**src/rtl/floppy_seek_ctrl_if.sv**
```systemverilog
// Command and pin bundle for the floppy head-positioning controller.
// master: command decoder / drive side, slave: the seek controller.
interface floppy_seek_ctrl_if #(
  parameter int unsigned DRV_W   = 1,
  parameter int unsigned TRACK_W = 7
);
  localparam int unsigned NUM_DRIVES = 2**DRV_W;

  logic                  cmd_valid;
  logic                  cmd_ready;
  logic                  cmd_recal;
  logic [DRV_W-1:0]      cmd_drive;
  logic [TRACK_W-1:0]    cmd_track;
  logic                  trk00;
  logic [NUM_DRIVES-1:0] drv_sel;
  logic                  dir;
  logic                  step;
  logic                  busy;
  logic                  done;
  logic                  err;
  logic [TRACK_W-1:0]    cur_track;
  logic [NUM_DRIVES-1:0] calibrated;

  modport master (
    output cmd_valid, cmd_recal, cmd_drive, cmd_track, trk00,
    input  cmd_ready, drv_sel, dir, step, busy, done, err, cur_track, calibrated
  );

  modport slave (
    input  cmd_valid, cmd_recal, cmd_drive, cmd_track, trk00,
    output cmd_ready, drv_sel, dir, step, busy, done, err, cur_track, calibrated
  );
endinterface

```
**src/rtl/floppy_seek_ctrl.sv**
```systemverilog
// Floppy head-positioning controller: accepts seek/recalibrate commands,
// sequences drive select, DIR and STEP with programmable timing, and keeps
// per-drive track position and calibration state.
module floppy_seek_ctrl #(
  parameter int unsigned DRV_W          = 1,
  parameter int unsigned TRACK_W        = 7,
  parameter int unsigned MAX_TRACK      = 83,
  parameter int unsigned STEP_PULSE_CYC = 100,
  parameter int unsigned STEP_RATE_CYC  = 150000,
  parameter int unsigned DIR_SETUP_CYC  = 50,
  parameter int unsigned SETTLE_CYC     = 750000,
  parameter int unsigned RECAL_MAX      = 90
) (
  input logic               clk,
  input logic               RESET_IN,
  floppy_seek_ctrl_if.slave bus
);

  localparam int unsigned NUM_DRIVES = 2**DRV_W;
  localparam int unsigned LO_CYC     = STEP_RATE_CYC - STEP_PULSE_CYC;
  localparam int unsigned CNT_MAX0   = (SETTLE_CYC > STEP_RATE_CYC) ? SETTLE_CYC : STEP_RATE_CYC;
  localparam int unsigned CNT_MAX    = (CNT_MAX0 > DIR_SETUP_CYC) ? CNT_MAX0 : DIR_SETUP_CYC;
  localparam int unsigned CNT_W      = $clog2(CNT_MAX + 1);
  localparam int unsigned SC_W       = $clog2(RECAL_MAX + 1);

  localparam logic [CNT_W-1:0] SETUP_END  = CNT_W'(DIR_SETUP_CYC - 1);
  localparam logic [CNT_W-1:0] HI_END     = CNT_W'(STEP_PULSE_CYC - 1);
  localparam logic [CNT_W-1:0] LO_END     = CNT_W'(LO_CYC - 1);
  localparam logic [CNT_W-1:0] SETTLE_END = CNT_W'(SETTLE_CYC - 1);
  localparam logic [SC_W-1:0]  SC_LIMIT   = SC_W'(RECAL_MAX);

  typedef enum logic [2:0] {
    S_IDLE,
    S_SETUP,
    S_STEP_HI,
    S_STEP_LO,
    S_SETTLE,
    S_DONE
  } state_t;

  state_t                r_state;
  logic [CNT_W-1:0]      r_cnt;
  logic [SC_W-1:0]       r_step_cnt;
  logic [DRV_W-1:0]      r_drive;
  logic [TRACK_W-1:0]    r_target;
  logic                  r_recal;
  logic                  r_dir;
  logic                  r_step;
  logic                  r_busy;
  logic                  r_ready;
  logic                  r_done;
  logic                  r_err;
  logic                  r_err_pend;
  logic [NUM_DRIVES-1:0] r_drv_sel;
  logic [NUM_DRIVES-1:0] r_cal;
  logic [TRACK_W-1:0]    r_track [NUM_DRIVES];

  logic                  w_accept;
  logic [TRACK_W-1:0]    w_cur;
  logic [TRACK_W-1:0]    w_acc_cur;
  logic                  w_acc_bad;
  logic                  w_acc_same;
  logic [NUM_DRIVES-1:0] w_acc_sel;
  logic                  w_decide;
  state_t                w_dec_state;
  logic                  w_dec_zero;
  logic                  w_dec_setcal;
  logic                  w_dec_clrcal;
  logic                  w_dec_errpend;

  assign w_accept   = bus.cmd_valid & r_ready;
  assign w_cur      = r_track[r_drive];
  assign w_acc_cur  = r_track[bus.cmd_drive];
  assign w_acc_bad  = ~bus.cmd_recal &
                      ((32'(bus.cmd_track) > MAX_TRACK) | ~r_cal[bus.cmd_drive]);
  assign w_acc_same = ~bus.cmd_recal & (bus.cmd_track == w_acc_cur);
  assign w_acc_sel  = NUM_DRIVES'(1) << bus.cmd_drive;
  assign w_decide   = ((r_state == S_SETUP)   && (r_cnt == SETUP_END)) ||
                      ((r_state == S_STEP_LO) && (r_cnt == LO_END));

  // Step decision taken when SETUP or STEP_LO completes.
  always_comb begin
    w_dec_state   = S_STEP_HI;
    w_dec_zero    = 1'b0;
    w_dec_setcal  = 1'b0;
    w_dec_clrcal  = 1'b0;
    w_dec_errpend = 1'b0;
    if (r_recal) begin
      if (bus.trk00) begin
        w_dec_state  = S_SETTLE;
        w_dec_zero   = 1'b1;
        w_dec_setcal = 1'b1;
      end else if (r_step_cnt == SC_LIMIT) begin
        w_dec_state  = S_DONE;
        w_dec_clrcal = 1'b1;
      end
    end else begin
      if (w_cur == r_target) begin
        w_dec_state = S_SETTLE;
      end else if (!r_dir && bus.trk00 && (w_cur != '0)) begin
        // Head reached track 0 earlier than the register expected: resync.
        w_dec_state   = S_SETTLE;
        w_dec_zero    = 1'b1;
        w_dec_errpend = 1'b1;
      end
    end
  end

  // Main sequencer: state, timers, track/calibration registers, pin outputs.
  always_ff @(posedge clk or posedge RESET_IN) begin
    if (RESET_IN) begin
      r_state    <= S_IDLE;
      r_cnt      <= '0;
      r_step_cnt <= '0;
      r_drive    <= '0;
      r_target   <= '0;
      r_recal    <= 1'b0;
      r_dir      <= 1'b0;
      r_step     <= 1'b0;
      r_busy     <= 1'b0;
      r_ready    <= 1'b1;
      r_done     <= 1'b0;
      r_err      <= 1'b0;
      r_err_pend <= 1'b0;
      r_drv_sel  <= '0;
      r_cal      <= '0;
      for (int unsigned i = 0; i < NUM_DRIVES; i++) begin
        r_track[i] <= '0;
      end
    end else begin
      r_done <= 1'b0;
      r_err  <= 1'b0;
      case (r_state)
        S_IDLE: begin
          if (w_accept) begin
            r_drive    <= bus.cmd_drive;
            r_target   <= bus.cmd_track;
            r_recal    <= bus.cmd_recal;
            r_ready    <= 1'b0;
            r_busy     <= 1'b1;
            r_drv_sel  <= w_acc_sel;
            r_err_pend <= 1'b0;
            r_cnt      <= '0;
            r_step_cnt <= '0;
            if (w_acc_bad) begin
              r_state <= S_DONE;
              r_done  <= 1'b1;
              r_err   <= 1'b1;
            end else if (w_acc_same) begin
              r_state <= S_DONE;
              r_done  <= 1'b1;
            end else begin
              r_state <= S_SETUP;
              r_dir   <= ~bus.cmd_recal & (bus.cmd_track > w_acc_cur);
            end
          end
        end

        S_SETUP, S_STEP_LO: begin
          if (w_decide) begin
            r_cnt   <= '0;
            r_state <= w_dec_state;
            if (w_dec_state == S_STEP_HI) r_step <= 1'b1;
            if (w_dec_zero)    r_track[r_drive] <= '0;
            if (w_dec_setcal)  r_cal[r_drive]   <= 1'b1;
            if (w_dec_clrcal)  r_cal[r_drive]   <= 1'b0;
            if (w_dec_errpend) r_err_pend       <= 1'b1;
            if (w_dec_state == S_DONE) begin
              r_done <= 1'b1;
              r_err  <= 1'b1;
            end
          end else begin
            r_cnt <= r_cnt + CNT_W'(1);
          end
        end

        S_STEP_HI: begin
          if (r_cnt == HI_END) begin
            r_cnt      <= '0;
            r_step     <= 1'b0;
            r_state    <= S_STEP_LO;
            r_step_cnt <= r_step_cnt + SC_W'(1);
            if (!r_recal) begin
              if (r_dir) begin
                if (w_cur != '1) r_track[r_drive] <= w_cur + TRACK_W'(1);
              end else begin
                if (w_cur != '0) r_track[r_drive] <= w_cur - TRACK_W'(1);
              end
            end
          end else begin
            r_cnt <= r_cnt + CNT_W'(1);
          end
        end

        S_SETTLE: begin
          if (r_cnt == SETTLE_END) begin
            r_cnt   <= '0;
            r_state <= S_DONE;
            r_done  <= 1'b1;
            r_err   <= r_err_pend;
          end else begin
            r_cnt <= r_cnt + CNT_W'(1);
          end
        end

        S_DONE: begin
          r_state   <= S_IDLE;
          r_busy    <= 1'b0;
          r_ready   <= 1'b1;
          r_drv_sel <= '0;
        end

        default: r_state <= S_IDLE;
      endcase
    end
  end

  assign bus.cmd_ready  = r_ready;
  assign bus.drv_sel    = r_drv_sel;
  assign bus.dir        = r_dir;
  assign bus.step       = r_step;
  assign bus.busy       = r_busy;
  assign bus.done       = r_done;
  assign bus.err        = r_err;
  assign bus.cur_track  = w_cur;
  assign bus.calibrated = r_cal;

endmodule
```
**src/flat_wrapper.sv**
```systemverilog
// flat-port wrapper written by rule: the top's interface ports become plain ports
module floppy_seek_ctrl_flat 
#(
  parameter int unsigned DRV_W          = 1,
  parameter int unsigned TRACK_W        = 7,
  parameter int unsigned MAX_TRACK      = 83,
  parameter int unsigned STEP_PULSE_CYC = 100,
  parameter int unsigned STEP_RATE_CYC  = 150000,
  parameter int unsigned DIR_SETUP_CYC  = 50,
  parameter int unsigned SETTLE_CYC     = 750000,
  parameter int unsigned RECAL_MAX      = 90
)
  (clk, RESET_IN, bus_cmd_valid, bus_cmd_recal, bus_cmd_drive, bus_cmd_track, bus_trk00, bus_cmd_ready, bus_drv_sel, bus_dir, bus_step, bus_busy, bus_done, bus_err, bus_cur_track, bus_calibrated);
  floppy_seek_ctrl_if #(.DRV_W(DRV_W), .TRACK_W(TRACK_W)) bus_i ();
  input logic clk;
  input logic RESET_IN;
  input wire logic [$bits(bus_i.cmd_valid)-1:0] bus_cmd_valid;
  input wire logic [$bits(bus_i.cmd_recal)-1:0] bus_cmd_recal;
  input wire logic [$bits(bus_i.cmd_drive)-1:0] bus_cmd_drive;
  input wire logic [$bits(bus_i.cmd_track)-1:0] bus_cmd_track;
  input wire logic [$bits(bus_i.trk00)-1:0] bus_trk00;
  output wire logic [$bits(bus_i.cmd_ready)-1:0] bus_cmd_ready;
  output wire logic [$bits(bus_i.drv_sel)-1:0] bus_drv_sel;
  output wire logic [$bits(bus_i.dir)-1:0] bus_dir;
  output wire logic [$bits(bus_i.step)-1:0] bus_step;
  output wire logic [$bits(bus_i.busy)-1:0] bus_busy;
  output wire logic [$bits(bus_i.done)-1:0] bus_done;
  output wire logic [$bits(bus_i.err)-1:0] bus_err;
  output wire logic [$bits(bus_i.cur_track)-1:0] bus_cur_track;
  output wire logic [$bits(bus_i.calibrated)-1:0] bus_calibrated;
  assign bus_i.cmd_valid = bus_cmd_valid;
  assign bus_i.cmd_recal = bus_cmd_recal;
  assign bus_i.cmd_drive = bus_cmd_drive;
  assign bus_i.cmd_track = bus_cmd_track;
  assign bus_i.trk00 = bus_trk00;
  assign bus_cmd_ready = bus_i.cmd_ready;
  assign bus_drv_sel = bus_i.drv_sel;
  assign bus_dir = bus_i.dir;
  assign bus_step = bus_i.step;
  assign bus_busy = bus_i.busy;
  assign bus_done = bus_i.done;
  assign bus_err = bus_i.err;
  assign bus_cur_track = bus_i.cur_track;
  assign bus_calibrated = bus_i.calibrated;
  floppy_seek_ctrl #(.DRV_W(DRV_W), .TRACK_W(TRACK_W), .MAX_TRACK(MAX_TRACK), .STEP_PULSE_CYC(STEP_PULSE_CYC), .STEP_RATE_CYC(STEP_RATE_CYC), .DIR_SETUP_CYC(DIR_SETUP_CYC), .SETTLE_CYC(SETTLE_CYC), .RECAL_MAX(RECAL_MAX)) u_core (.clk(clk), .RESET_IN(RESET_IN), .bus(bus_i));
endmodule
```
**config.mk**
```make
export PLATFORM = sky130hd
export DESIGN_NAME = floppy_seek_ctrl_flat
export DESIGN_NICKNAME = d
export VERILOG_FILES = /design/src/rtl/floppy_seek_ctrl_if.sv /design/src/rtl/floppy_seek_ctrl.sv /design/src/flat_wrapper.sv
export SDC_FILE = /design/constraint.sdc
export NUM_CORES = 1
export LEC_CHECK = 0
export ABC_AREA = 0
export CAP_MARGIN = 20
export CORE_MARGIN = 4
export CORE_UTILIZATION = 59
export CTS_BUF_LIST = sky130_fd_sc_hd__clkbuf_16
export DETAILED_ROUTE_END_ITERATION = 8
export GPL_TIMING_DRIVEN = 0
export PLACE_DENSITY = 0.85
export SETUP_SLACK_MARGIN = 0.15
export SLEW_MARGIN = 0
export SYNTH_ARGS = -nofsm -noshare
export SYNTH_HDL_FRONTEND = slang
export SYNTH_SLANG_ARGS = --single-unit
```
**constraint.sdc**
```tcl
create_clock -name clk -period 3.1 [get_ports clk]
set_clock_uncertainty 0.05 [all_clocks]
set_input_delay 0.93 -clock clk [delete_from_list [all_inputs] [get_ports clk]]
set_output_delay 0.93 -clock clk [all_outputs]
set_load 0.02 [all_outputs]
```
Word-level counts from Yosys, hierarchy flattened
Cells that the tools add are included.

Equality and inequality tests: 25. Bitwise logic cells: 16. $lt $le $gt $ge: 8. Reductions and logical operators: 26. Add/sub/neg operators: 4. Muxes and demuxes: 79. Shift operators: 1.

Operators by type and width (count): 2-to-1 mux 14 bit (7); 2-to-1 mux 20 bit (4); one-hot mux 20 bit (4 select lines) (1); 2-to-1 mux 7 bit (9); 2-to-1 mux 3 bit (11); bitwise mux 14 bit (2); 2-to-1 mux 1 bit (28); one-hot mux 14 bit (2 select lines) (1); adder 20 x 1 -> 20 bit (second input constant) (1); equality test 20 x 18 -> 1 bit (second input constant) (1); equality test 20 bit (second input constant) (1); equality test 20 x 6 -> 1 bit (second input constant) (1); equality test 20 x 7 -> 1 bit (second input constant) (1); AND reduction 4 bit (4); adder 7 x 1 -> 7 bit (second input constant) (2); bitwise AND 14 bit (1); equality test 7 bit (2); inequality test 2 x 1 -> 1 bit (second input constant) (7); inverter 14 bit (1); one-hot mux 7 bit (2 select lines) (1); one-hot mux 3 bit (4 select lines) (1); 2-to-1 mux 2 bit (5); equality test 3 x 2 -> 1 bit (second input constant) (3); equality test 3 bit (second input constant) (3); 37 further kinds (61).

Output and inout port bits: 17. Flip-flop bits (word level): 64.

Logic depth before layout (Yosys ltp)
Depth after elaboration: 13. Mapped depth: 11.

Worst setup path after synthesis
Ideal clock, no wire load.

Path kind: input-to-reg. From: input port bus_cmd_drive. To: register u_core.r_dir, in the netlist u_core.bus.dir. Stages: 10. Path buffers: 1. Library setup time: 131 ps. Slack: 223 ps. Data arrival time: 2696 ps. Path through: clkbuf_1 mux2i_1 ha_1 nor2b_1 o21a_1 o21a_1 o21ai_0 a21oi_1 a211oi_1 o41ai_1.

Cells in the longest elaborated chain, start to end: 8. Elaborated cells on any way between the ends: 16. Classes of those cells: order compare: 1; eq/ne: 1; mux: 5; bitwise: 8; reduce/logical: 1.

RTL lines: start: declaration (line flat_wrapper.sv:19) `input wire logic [$bits(bus_i.cmd_drive)-1:0] bus_cmd_drive;`; branches (longest 8 deep; another with > comparator 7 bit); end signal: assignment (line floppy_seek_ctrl.sv:154) `r_dir <= ~bus.cmd_recal & (bus.cmd_track > w_acc_cur);`; end: declaration (line floppy_seek_ctrl.sv:47) `logic r_dir;`.

Several ways; the timed one is not identified. The select of a mux whose other input is x is not followed. A chain may end at the register's enable or synchronous reset.

Final worst setup path
From: register u_core.r_cnt[9]. To: register u_core.r_track[13] in the netlist's numbering.

Cells in the longest elaborated chain, start to end: 5. Elaborated cells on any way between the ends: 9. Classes of those cells: eq/ne: 5; reduce/logical: 4.

RTL lines: start: declaration (line floppy_seek_ctrl.sv:42) `logic [CNT_W-1:0] r_cnt;`; start signal: assignment (line floppy_seek_ctrl.sv:173) `r_cnt <= r_cnt + CNT_W'(1);`; start signal: assignment (line floppy_seek_ctrl.sv:191) `r_cnt <= r_cnt + CNT_W'(1);`; start signal: assignment (line floppy_seek_ctrl.sv:202) `r_cnt <= r_cnt + CNT_W'(1);`; equality test 20 x 6 -> 1 bit / equality test 20 x 18 -> 1 bit (equally long branches) (line floppy_seek_ctrl.sv:78, floppy_seek_ctrl.sv:79); logical AND 1 bit, on equally long branches (line floppy_seek_ctrl.sv:78, floppy_seek_ctrl.sv:79); logical OR 1 bit (line floppy_seek_ctrl.sv:78) `assign w_decide = ((r_state == S_SETUP) && (r_cnt == SETUP_END)) ||`; inequality test 2 x 1 -> 1 bit (no line); AND reduction 7 bit (no line) *; end signal: indexed assignment (line floppy_seek_ctrl.sv:185) `if (w_cur != '1) r_track[r_drive] <= w_cur + TRACK_W'(1);`; end signal: indexed assignment (line floppy_seek_ctrl.sv:187) `if (w_cur != '0) r_track[r_drive] <= w_cur - TRACK_W'(1);`; end: declaration (line floppy_seek_ctrl.sv:56) `logic [TRACK_W-1:0] r_track [NUM_DRIVES];`.

Mark *: on every way between the ends. The rest lies on a longest branch, timed or not.

==> impl_metrics.json <==
{
  "cts_tree": "done",
  "finalCritPeriodShare_pct": 93.9,
  "comb_power_share_pct": 3.1,
  "num_antenna_cells": 0,
  "cts_max_path_buffers": 2,
  "die_height_um": 88.7,
  "setup-tns-final_ps": 0,
  "syn_inst": 420,
  "syn_area_per_cell_um2": 9.15,
  "first_iter_violations": 299,
  "placementRows": 29,
  "cp_max_fo": 6,
  "rsz0062_at_grt": "false",
  "syn_nets": 447,
  "switchingPower_uw": 425,
  "vias": 3446,
  "antenna_found_initial": 0,
  "grt_pass1_vias": 3400,
  "route.detailed.drc": 0,
  "cts_made_buffers": 9,
  "drv_cap": 0,
  "worst_slew_margin_rel_pct": 49.3,
  "port_buffers": 28,
  "reg2reg_slack_ps": 190,
  "drive_above_1_share_pct": 13.5,
  "synth.largest_area_cell": "dfrtp_1",
  "slowest_delay_ps": 610,
  "grt_start_max_net_pins": 35,
  "synth_most_common_cell": "dfrtp_1",
  "synth_area_um2": 3840,
  "wl_per_cell_um": 18.4,
  "synth_ff_type": "dfrtp_1",
  "hold_viol": 0,
  "ys_warn_count": 0,
  "die_w_um": 88.7,
  "seq_area_frac_synth_pct": 41.7,
  "fmax_ghz": 0.343,
  "drt-vias-per-instance": 6.32,
  "grt_first_pass_wirelength_mm": 16.2,
  "irDropWorstVdd_mv": 0.324,
  "hpwlAfterDp_mm": 6.59,
  "p_leak_nw": 2.03,
  "min_path_type": "flop to flop",
  "dieArea_um2": 7870,
  "timing.rr.start": "u_core.r_cnt[9]",
  "dpl-instance-area_um2": 4240,
  "p_int_mw": 1.56,
  "setup_viol": 0,
  "critical_path.cell_chain": "or4_4 > or4_4 > nor3_4 > buf_4 > nor3b_1 > a21oi_1 > a31oi_1",
  "clkPwrFrac_pct": 54.8,
  "worst_slew_pin_slew_ps": 760,
  "async_flop_share_pct": 100,
  "ys_types": 51,
  "preCtsSetupSlack_ps": -179,
  "hold_path_depth": 2,
  "worstReg2RegEnd": "u_core.r_track[13]",
  "wl_mm": 10.0,
  "sw_frac_of_total_pct": 21.4,
  "status": "finished clean",
  "finalNetCount": 490,
  "clk_latency_ps": 340,
  "hold_ws_ps": 446,
  "highest_layer": "met4",
  "synth-seq-cells": 64,
  "design_area_um2": 4720,
  "io_pins": 30,
  "cts.sinks": 64,
  "coreArea_um2": 6350,
  "end_kind": "flop",
  "grt_usage_pct": 26.7,
  "drv_slew": 0,
  "power_density_nw_per_um2": 422,
  "worstPathRequired_ps": 3300,
  "met1_length_mm": 4.16,
  "min_to": "u_core.r_err_pend",
  "crit_arrival_ps": 3120,
  "p_seq_share_pct": 42.0,
  "ant_nets": 0,
  "fillers": 427,
  "clk_pin_slew_worst_paths_ps": 60,
  "wl_met2_mm": 4.92,
  "synthToLayoutAreaGrowth_pct": 22.8,
  "worstHoldStart": "u_core.r_err_pend",
  "drtPass1Iterations": 6,
  "clock-root-buffer": "clkbuf_16",
  "slowest_stage": "or4_4",
  "htreeDepth": 3,
  "path_common_cell": "or4_4",
  "synth-edff-count": 0,
  "synth_commonest_cells": "63 x dfrtp_1, 51 x nand2_1, 43 x nor2_1",
  "min_period_ps": 2910,
  "place.gp.congestion": 0.967,
  "initial_core_util_pct": 60.5,
  "wl_met3_um": 603,
  "synth_top_area_share_pct": 41.0,
  "netlist_top_cells_area": "dfrtp_1 41%, nand2_1 5.0%, ha_1 4.6%",
  "critPathKind": "flop to flop",
  "grt_overflow": 0,
  "rr_worst_depth": 7,
  "startpoint": "u_core.r_cnt[9]",
  "layout_setup_ws_ps": 188,
  "cp-start-kind": "flop"
}
==> timing repair <==
action	in CTS	in global routing
gates resized for setup	15	17
hold buffers	0	0
pin swaps	1	3
setup buffers	2	1
setup endpoints to repair	17	24
==> stage by stage <==
step / power (mW) / util [%] / cells
2_1_floorplan: 0.882 / - / 420
3_3_place_gp: 0.907 / 66.4 / 525
3_5_place_dp: 0.912 / 66.8 / 526
4_1_cts: 1.99 / 72.7 / 544
5_1_grt: 2.04 / 74.3 / 545
6_report: 1.99 / 74.3 / 545
==> worst max-delay path: cells and delay by family, from the launching register on <==
| kind | cells | cell delay (ps) |
|---|---|---|
| AO/OA/AOI/OAI | 2 | 300 |
| buffers and inverters | 1 | 200 |
| flip-flops | 1 | 410 |
| AND/OR/NAND/NOR | 4 | 1860 |
==> state kept, by name (all words and copies together) (netlist names), named ones only <==
register / count
u_core.bus.drv_sel: 2
u_core.r_track: 14
u_core.r_target: 7
u_core.bus.done: 1
u_core.bus.dir: 1
u_core.bus.step: 1
u_core.r_recal: 1
u_core.r_cnt: 20
u_core.bus.cmd_ready: 1
u_core.r_drive: 1
u_core.r_step_cnt: 7
u_core.r_state: 3
u_core.r_err_pend: 1
u_core.bus.busy: 1
u_core.bus.err: 1
==> layout by cell type, fill, tap and decap left out, types with 7 or more instances in the layout <==
master and instances:
a21oi_1 15, a31oi_1 10, and3_1 7, clkbuf_1 9, clkbuf_16 9, clkdlybuf4s50_1 26, dfrtp_1 63, ha_1 14
inv_1 20, mux2_4 10, mux2i_1 10, nand2_1 51, nand3_1 21, nand4_1 8, nor2_1 42, o21ai_0 21
xnor2_1 10, xor2_1 20
==> power groups by stage <==
stage          sequential (mW)  combinational, mW  clock [mW]
3_5_place_dp             0.851             0.0615           0
6_report                 0.836             0.0626        1.09
2_1_floorplan            0.851             0.0308           0
5_1_grt                  0.835             0.0698        1.13
4_1_cts                  0.836             0.0625        1.10
3_3_place_gp             0.851             0.0563           0
==> layout make-up <==
cell class	count	area (um2)	share of cell area [%]
inverter	22	86.3	1.83
clock inverter	7	96.3	2.04
buffer	15	77.6	1.64
multi-input combinational	319	2210	46.9
timing repair buffer	32	320	6.79
sequential	64	1600	34.0
clock buffer	9	225	4.77
tap	77	96.3	2.04
==> kinds of logic after synthesis <==
kind of cell	Yosys count	synth area share, %
fa+ha+maj	14	4.56
xor+xnor	30	6.84
mux	26	7.91
buf+inv	37	3.87
simple gates	178	23.5
flops	64	41.7
compound gates	71	11.6
==> layer usage <==
layer,GRT usage [%],up-vias
li1,-,1565
met1,34.4,1693
met2,43.5,152
met3,4.10,36
met4,13.3,0
met5,0,-
==> worst max path at each step <==
stage | depth (start not counted) | slack (ps) | to
detailed placement | 8 | -180 | u_core.r_cnt[18]
global route | 7 | 110 | u_core.r_track[9]
global placement | 2 | -500 | u_core.r_step_cnt[6]
finish | 7 | 190 | u_core.r_track[13]
floorplan | 10 | 220 | u_core.bus.dir
CTS | 4 | 140 | bus_cur_track[2]
(Power assumes the default switching activity.)
